$ cat src/rtl/adc_word_packer.sv
// adc_word_packer: packs 16-bit ADC samples of one capture run into
// 32-bit {second, first} words for the ADC output FIFO (PipeOut 0xA2).
//
// Ports:
//   clk_512k   - block clock (weClk, 512 kHz)
//   rst_n      - asynchronous active-low reset
//   start      - one-cycle pulse, arms (or re-arms) a run, latches nsam
//   nsam       - number of samples in the run
//   smp_valid  - smp_data valid this cycle
//   smp_data   - ADC sample
//   fifo_full  - downstream FIFO cannot take a write this cycle
//   word_wr    - one-cycle FIFO write strobe
//   word_data  - packed word, held while word_wr is low
//   busy       - run in progress (LO, HI, FLUSH, DRAIN)
//   done       - one-cycle pulse at the end of a run
//   word_cnt   - words written in the current or last run
//   ovf_cnt    - pairs dropped under backpressure, saturating

module adc_word_packer #(
   parameter logic [15:0] PAD   = 16'hFFFF,
   parameter int          OVF_W = 16
) (
   input  logic             clk_512k,
   input  logic             rst_n,
   input  logic             start,
   input  logic [31:0]      nsam,
   input  logic             smp_valid,
   input  logic [15:0]      smp_data,
   input  logic             fifo_full,
   output logic             word_wr,
   output logic [31:0]      word_data,
   output logic             busy,
   output logic             done,
   output logic [31:0]      word_cnt,
   output logic [OVF_W-1:0] ovf_cnt
);

   typedef enum logic [2:0] {
      S_IDLE,
      S_LO,
      S_HI,
      S_FLUSH,
      S_DRAIN,
      S_DONE
   } state_t;

   localparam logic [OVF_W-1:0] OVF_ONE = {{(OVF_W-1){1'b0}}, 1'b1};

   state_t      st;
   logic [31:0] rem;
   logic [15:0] lo;
   logic        pend_v;
   logic [31:0] pend_d;

   logic        take;
   logic        rem_last;
   logic        form;
   logic [31:0] form_d;
   logic        ovf_sat;

   // take: a sample is consumed this edge (only while samples remain)
   always_comb begin
      take     = smp_valid && (rem != 32'd0);
      rem_last = (rem == 32'd1);
      ovf_sat  = &ovf_cnt;
      form     = 1'b0;
      form_d   = {PAD, lo};
      if (st == S_HI && take) begin
         form   = 1'b1;
         form_d = {smp_data, lo};
      end else if (st == S_FLUSH) begin
         form   = 1'b1;
      end
   end

   always_ff @(posedge clk_512k or negedge rst_n) begin
      if (!rst_n) begin
         st        <= S_IDLE;
         rem       <= 32'd0;
         lo        <= 16'd0;
         pend_v    <= 1'b0;
         pend_d    <= 32'd0;
         word_wr   <= 1'b0;
         word_data <= 32'd0;
         busy      <= 1'b0;
         done      <= 1'b0;
         word_cnt  <= 32'd0;
         ovf_cnt   <= '0;
      end else begin
         word_wr <= 1'b0;
         done    <= 1'b0;
         if (start) begin
            // Re-arm; an aborted run's pending word is simply forgotten.
            rem      <= nsam;
            word_cnt <= 32'd0;
            ovf_cnt  <= '0;
            pend_v   <= 1'b0;
            if (nsam == 32'd0) begin
               st   <= S_DONE;
               busy <= 1'b0;
               done <= 1'b1;
            end else begin
               st   <= S_LO;
               busy <= 1'b1;
            end
         end else begin
            // Emit stage: pending word drains first, a fresh word
            // then takes its slot; with the slot stuck full, drop.
            if (pend_v) begin
               if (!fifo_full) begin
                  word_wr   <= 1'b1;
                  word_data <= pend_d;
                  word_cnt  <= word_cnt + 32'd1;
                  if (form) begin
                     pend_d <= form_d;
                  end else begin
                     pend_v <= 1'b0;
                  end
               end else if (form && !ovf_sat) begin
                  ovf_cnt <= ovf_cnt + OVF_ONE;
               end
            end else if (form) begin
               if (!fifo_full) begin
                  word_wr   <= 1'b1;
                  word_data <= form_d;
                  word_cnt  <= word_cnt + 32'd1;
               end else begin
                  pend_v <= 1'b1;
                  pend_d <= form_d;
               end
            end

            unique case (st)
               S_IDLE: begin
               end
               S_LO: begin
                  if (take) begin
                     lo  <= smp_data;
                     rem <= rem - 32'd1;
                     st  <= rem_last ? S_FLUSH : S_HI;
                  end
               end
               S_HI: begin
                  if (take) begin
                     rem <= rem - 32'd1;
                     st  <= rem_last ? S_DRAIN : S_LO;
                  end
               end
               S_FLUSH: begin
                  st <= S_DRAIN;
               end
               S_DRAIN: begin
                  // Empty slot means nothing can strobe at this edge,
                  // so done never lands on a write cycle.
                  if (!pend_v) begin
                     st   <= S_DONE;
                     busy <= 1'b0;
                     done <= 1'b1;
                  end
               end
               S_DONE: begin
                  st <= S_IDLE;
               end
               default: begin
                  st   <= S_IDLE;
                  busy <= 1'b0;
               end
            endcase
         end
      end
   end

endmodule

$ cat config.mk
export PLATFORM = sky130hd
export DESIGN_NAME = adc_word_packer
export DESIGN_NICKNAME = d
export VERILOG_FILES = /design/src/rtl/adc_word_packer.sv
export SDC_FILE = /design/constraint.sdc
export NUM_CORES = 1
export LEC_CHECK = 0
export CAP_MARGIN = 20
export CORE_UTILIZATION = 40
export DETAILED_ROUTE_END_ITERATION = 6
export PLACE_DENSITY = 0.61
export SLEW_MARGIN = 20
export SYNTH_ARGS = -nofsm -noshare
export SYNTH_HDL_FRONTEND = slang
export SYNTH_SLANG_ARGS = --single-unit
$ cat constraint.sdc
create_clock -name clk_512k -period 3.6 [get_ports clk_512k]
set_input_delay 0.36 -clock clk_512k [delete_from_list [all_inputs] [get_ports clk_512k]]
set_output_delay 0.36 -clock clk_512k [all_outputs]
set_load 0.05 [all_outputs]
==> results.md <==
* CTS tree: yes
* Core Footprint at 22100 µm²
* EDFF count, synth at 0
* Layout cells sized above 1 at 15.1%
* Die ar. at 23400 µm²
* Nets at 1077
* Grt total ovfl at 0
* PD cells at 497 nW/µm²
* Worst Skew at 0.0103 ns
* Post-synth top flop: dfrtp_1
* GRT Resource Usage Total at 20.8%
* Post-detail-place hpwl at 15900 µm
* Final Setup Violations at 0
* Fillers at 2006
* Data arrival, critical path at 3.57 ns
* Final hold vios at 0
* Number of I/O pins at 136
* Setup Buffers After CTS at 0
* Unrepaired setup endpoints after global routing: false
* Mean area per synthesized cell at 10.1 µm²
* Data required time at the worst endpoint at 3.91 ns
* Root buffer cell: clkbuf_16
* Port Buffers at 135
* Syn_nets at 963
* Total of max-cap violations at 0
* Critical path type: reg -> reg
* Critical-path cell list: or4_1, or4_4, o31a_4, o21ai_4, buf_4, mux2_2
* Slew headroom at 42.0%
* Via count at 7656
* Post-cts resize count at 0
* Power Internal at 3.79 mW
* Multi-input logic area at 4520 µm²
* Setup TNS at 0 ns
* Setup ws final at 0.341 ns
* Residual DRC count at 0
* Sequential share of power at 43.2%
* CTS Hold Buffers Added at 1
* Sw Share at 32.5%
* Clock Pin Slew Worst Setup and Hold Paths at 0.07 ns
* DRT Wirelength at 23300 µm
* Synth async-reset ratio at 100%
* Commonest non-fill, non-tap cell in the layout: dfrtp_1
* Clk_lat worst skew at 0.43 ns
* Status: finished clean
* VDD IR max at 0.260 mV
* Vias in the first global route at 7373
* Leakage power at 4.35 nW
* First-pass GRT wire length at 39200 µm
* Synthesized area at 9100 µm²
* Row count at 54
* Synth Warn # at 0
* Post-Syn Instances at 905
* Pin count of the biggest net entering global routing at 72
* Fmax at 307 MHz
* DR iter-0 viols at 403
* Net switching power at 1.82 mW
* Sequential element share of the synthesized area at 45.9%
* Slew Limit Fails at 0
* Synth unique cells at 63
* Synth Register Bits at 167
* Bufs on Longest Clock Path at 2
* Final instance area at 11300 µm²
* Max stage delay cell, worst path: or4_4
* Routability cong. at 0.809
* TritonRoute pass-1 iters at 4
* Placement Cell Area at 10700 µm²
* Antenna cells at 0
* Clock sinks at 167
* H-tree Lvls at 4
* CP Buf/Inv Count at 1
* Via density at 5.84
* Clk pwr share at 32.1%
* Initial antenna violation count at 0
* Top cell family by delay on the critical path: simple AND/OR/NAND/NOR gates
* Fin crit period at 3.26 ns
* Worst-margin pin slew at 0.863 ns
* Most frequent cells in the layout: 167 x dfrtp_1, 133 x clkdlybuf4s50_1, 86 x nor2_1
* Post-DRT Antenna Nets at 0
* CP Capture Type: flop
* Max stage delay on crit path at 0.69 ns
* Initial core utilization at 41.2%
* Hold/Removal Path Class: in -> async
* Setup crit start kind: flop
* Final period util at 90.5%
* Combinational power share at 24.8%
* Chip width at 153 µm
* Die height at 153 µm
* CTS Buf Count at 17
* Pre-CTS worst setup slack at 0.390 ns
* Wire per inst at 17.8 µm
* Seq. cell area at 4180 µm²
* Max FO, Critical Path at 30
* Area growth syn-to-layout at 24.1%
==> power groups by stage <==
| stage | sequential, mW | clock (mW) | combinational [mW] |
|---|---|---|---|
| final | 2.42 | 1.80 | 1.39 |
| after floorplan | 2.80 | 0 | 0.546 |
| after global routing | 2.47 | 1.92 | 1.49 |
| after global placement | 2.45 | 0 | 1.38 |
| after detailed placement | 2.45 | 0 | 1.40 |
| after CTS | 2.42 | 1.84 | 1.41 |
==> routing by layer <==
| metal | share of wire (%) | track usage, % | wire (µm) | vias to the layer above |
|---|---|---|---|---|
| li1 | - | - | - | 3678 |
| met1 | 47 | 29.1 | 11000 | 3737 |
| met2 | 47 | 33.1 | 10900 | 215 |
| met3 | 4.5 | 3.01 | 1060 | 26 |
| met4 | 1.6 | 7.07 | 381 | 0 |
| met5 | 0 | 0 | 0 | - |
==> cell families after synthesis <==
| group | share of synthesized area (%) |
|---|---|
| AOI/OAI and AO/OA | 14.5 |
| muxes | 12.0 |
| xor gates and xnor gates | 0.770 |
| buffers and inverters | 4.59 |
| adders and majority gates | 0.811 |
| and+or+nand+nor | 21.4 |
| DFF | 45.9 |
==> Yosys cell counts (5+ instances only) <==
cell       count  area share (%)
and3_1        10            0.69
xor2_1         5            0.48
o41ai_1       13             1.3
nand2b_1       7            0.48
o211ai_1       8            0.66
or3_1         14            0.96
o21ai_0       15            0.82
ha_1           5            0.69
nor3_1        35             1.9
inv_1         27             1.1
and2_1         5            0.34
or4_1         46             3.8
mux2_2        64             7.9
nor4_1        20             1.4
o22ai_1       16             1.1
dfrtp_1      167              46
o31ai_1       34             2.8
nand2_1       41             1.7
nand3_1       21             1.2
nand4_1       23             1.6
buf_2         15            0.82
or2_2          7            0.48
mux2_4        10             1.6
a31oi_1       16             1.1
a211oi_1      17             1.4
nor2_1        86             3.5
mux2i_1       20             2.2
o2111ai_1      8            0.77
clkbuf_1      40             1.6
a21oi_1       39             2.1
nor2b_1       13            0.89
==> worst register-to-register path, delay by kind of cell (launching register included) <==
| kind | cells | cell delay (ns) |
|---|---|---|
| AND/OR/NAND/NOR | 2 | 1.35 |
| AO/OA/AOI/OAI | 2 | 0.70 |
| flip-flops | 1 | 0.43 |
| multiplexers | 1 | 0.38 |
| buffers and inverters | 1 | 0.30 |
==> path summary, 6_finish.rpt <==
path	startpoint	endpoint	slack [ns]	depth (start not counted)
min in group clk_512k	pend_d[1]$_DFFE_PN0P_	pend_d[1]$_DFFE_PN0P_	0.51	1
worst max register to register	rem[15]$_DFFE_PN0P_	pend_d[8]$_DFFE_PN0P_	0.34	6
worst min-delay path	rst_n	word_cnt[28]$_DFFE_PN0P_	0.46	2
worst min register to register	pend_d[1]$_DFFE_PN0P_	pend_d[1]$_DFFE_PN0P_	0.51	1
worst max-delay path	rem[15]$_DFFE_PN0P_	pend_d[8]$_DFFE_PN0P_	0.34	6
max in group asynchronous	rst_n	rem[24]$_DFFE_PN0P_	2.19	3
==> registers in the layout, summed over array words and instances (netlist names) <==
register / cells
pend_d: 32
rem: 32
word_cnt: 32
word_data: 32
lo: 16
ovf_cnt: 16
st: 3
busy: 1
done: 1
pend_v: 1
word_wr: 1
==> cell type report <==
type	instances	share of cell area (%)
clock buffers	18	3.89
clock inverters	13	1.21
inverters	28	0.931
multi-input cells	645	40.0
flip-flops and latches	167	37.0
well taps	280	3.10
repair buffers	160	13.8
==> per-stage QoR <==
step | std cells | total power [mW] | utilization, % | hold slack (ns)
floorplan | 905 | 3.34 | - | 0.0644
global placement | 1279 | 3.83 | 48.4 | 0.365
detailed placement | 1279 | 3.86 | 48.5 | 0.366
CTS | 1311 | 5.67 | 51.1 | 0.489
global route | 1311 | 5.87 | 51.1 | 0.523
finish | 1311 | 5.61 | 51.1 | 0.463
(Power assumes the default switching activity.)
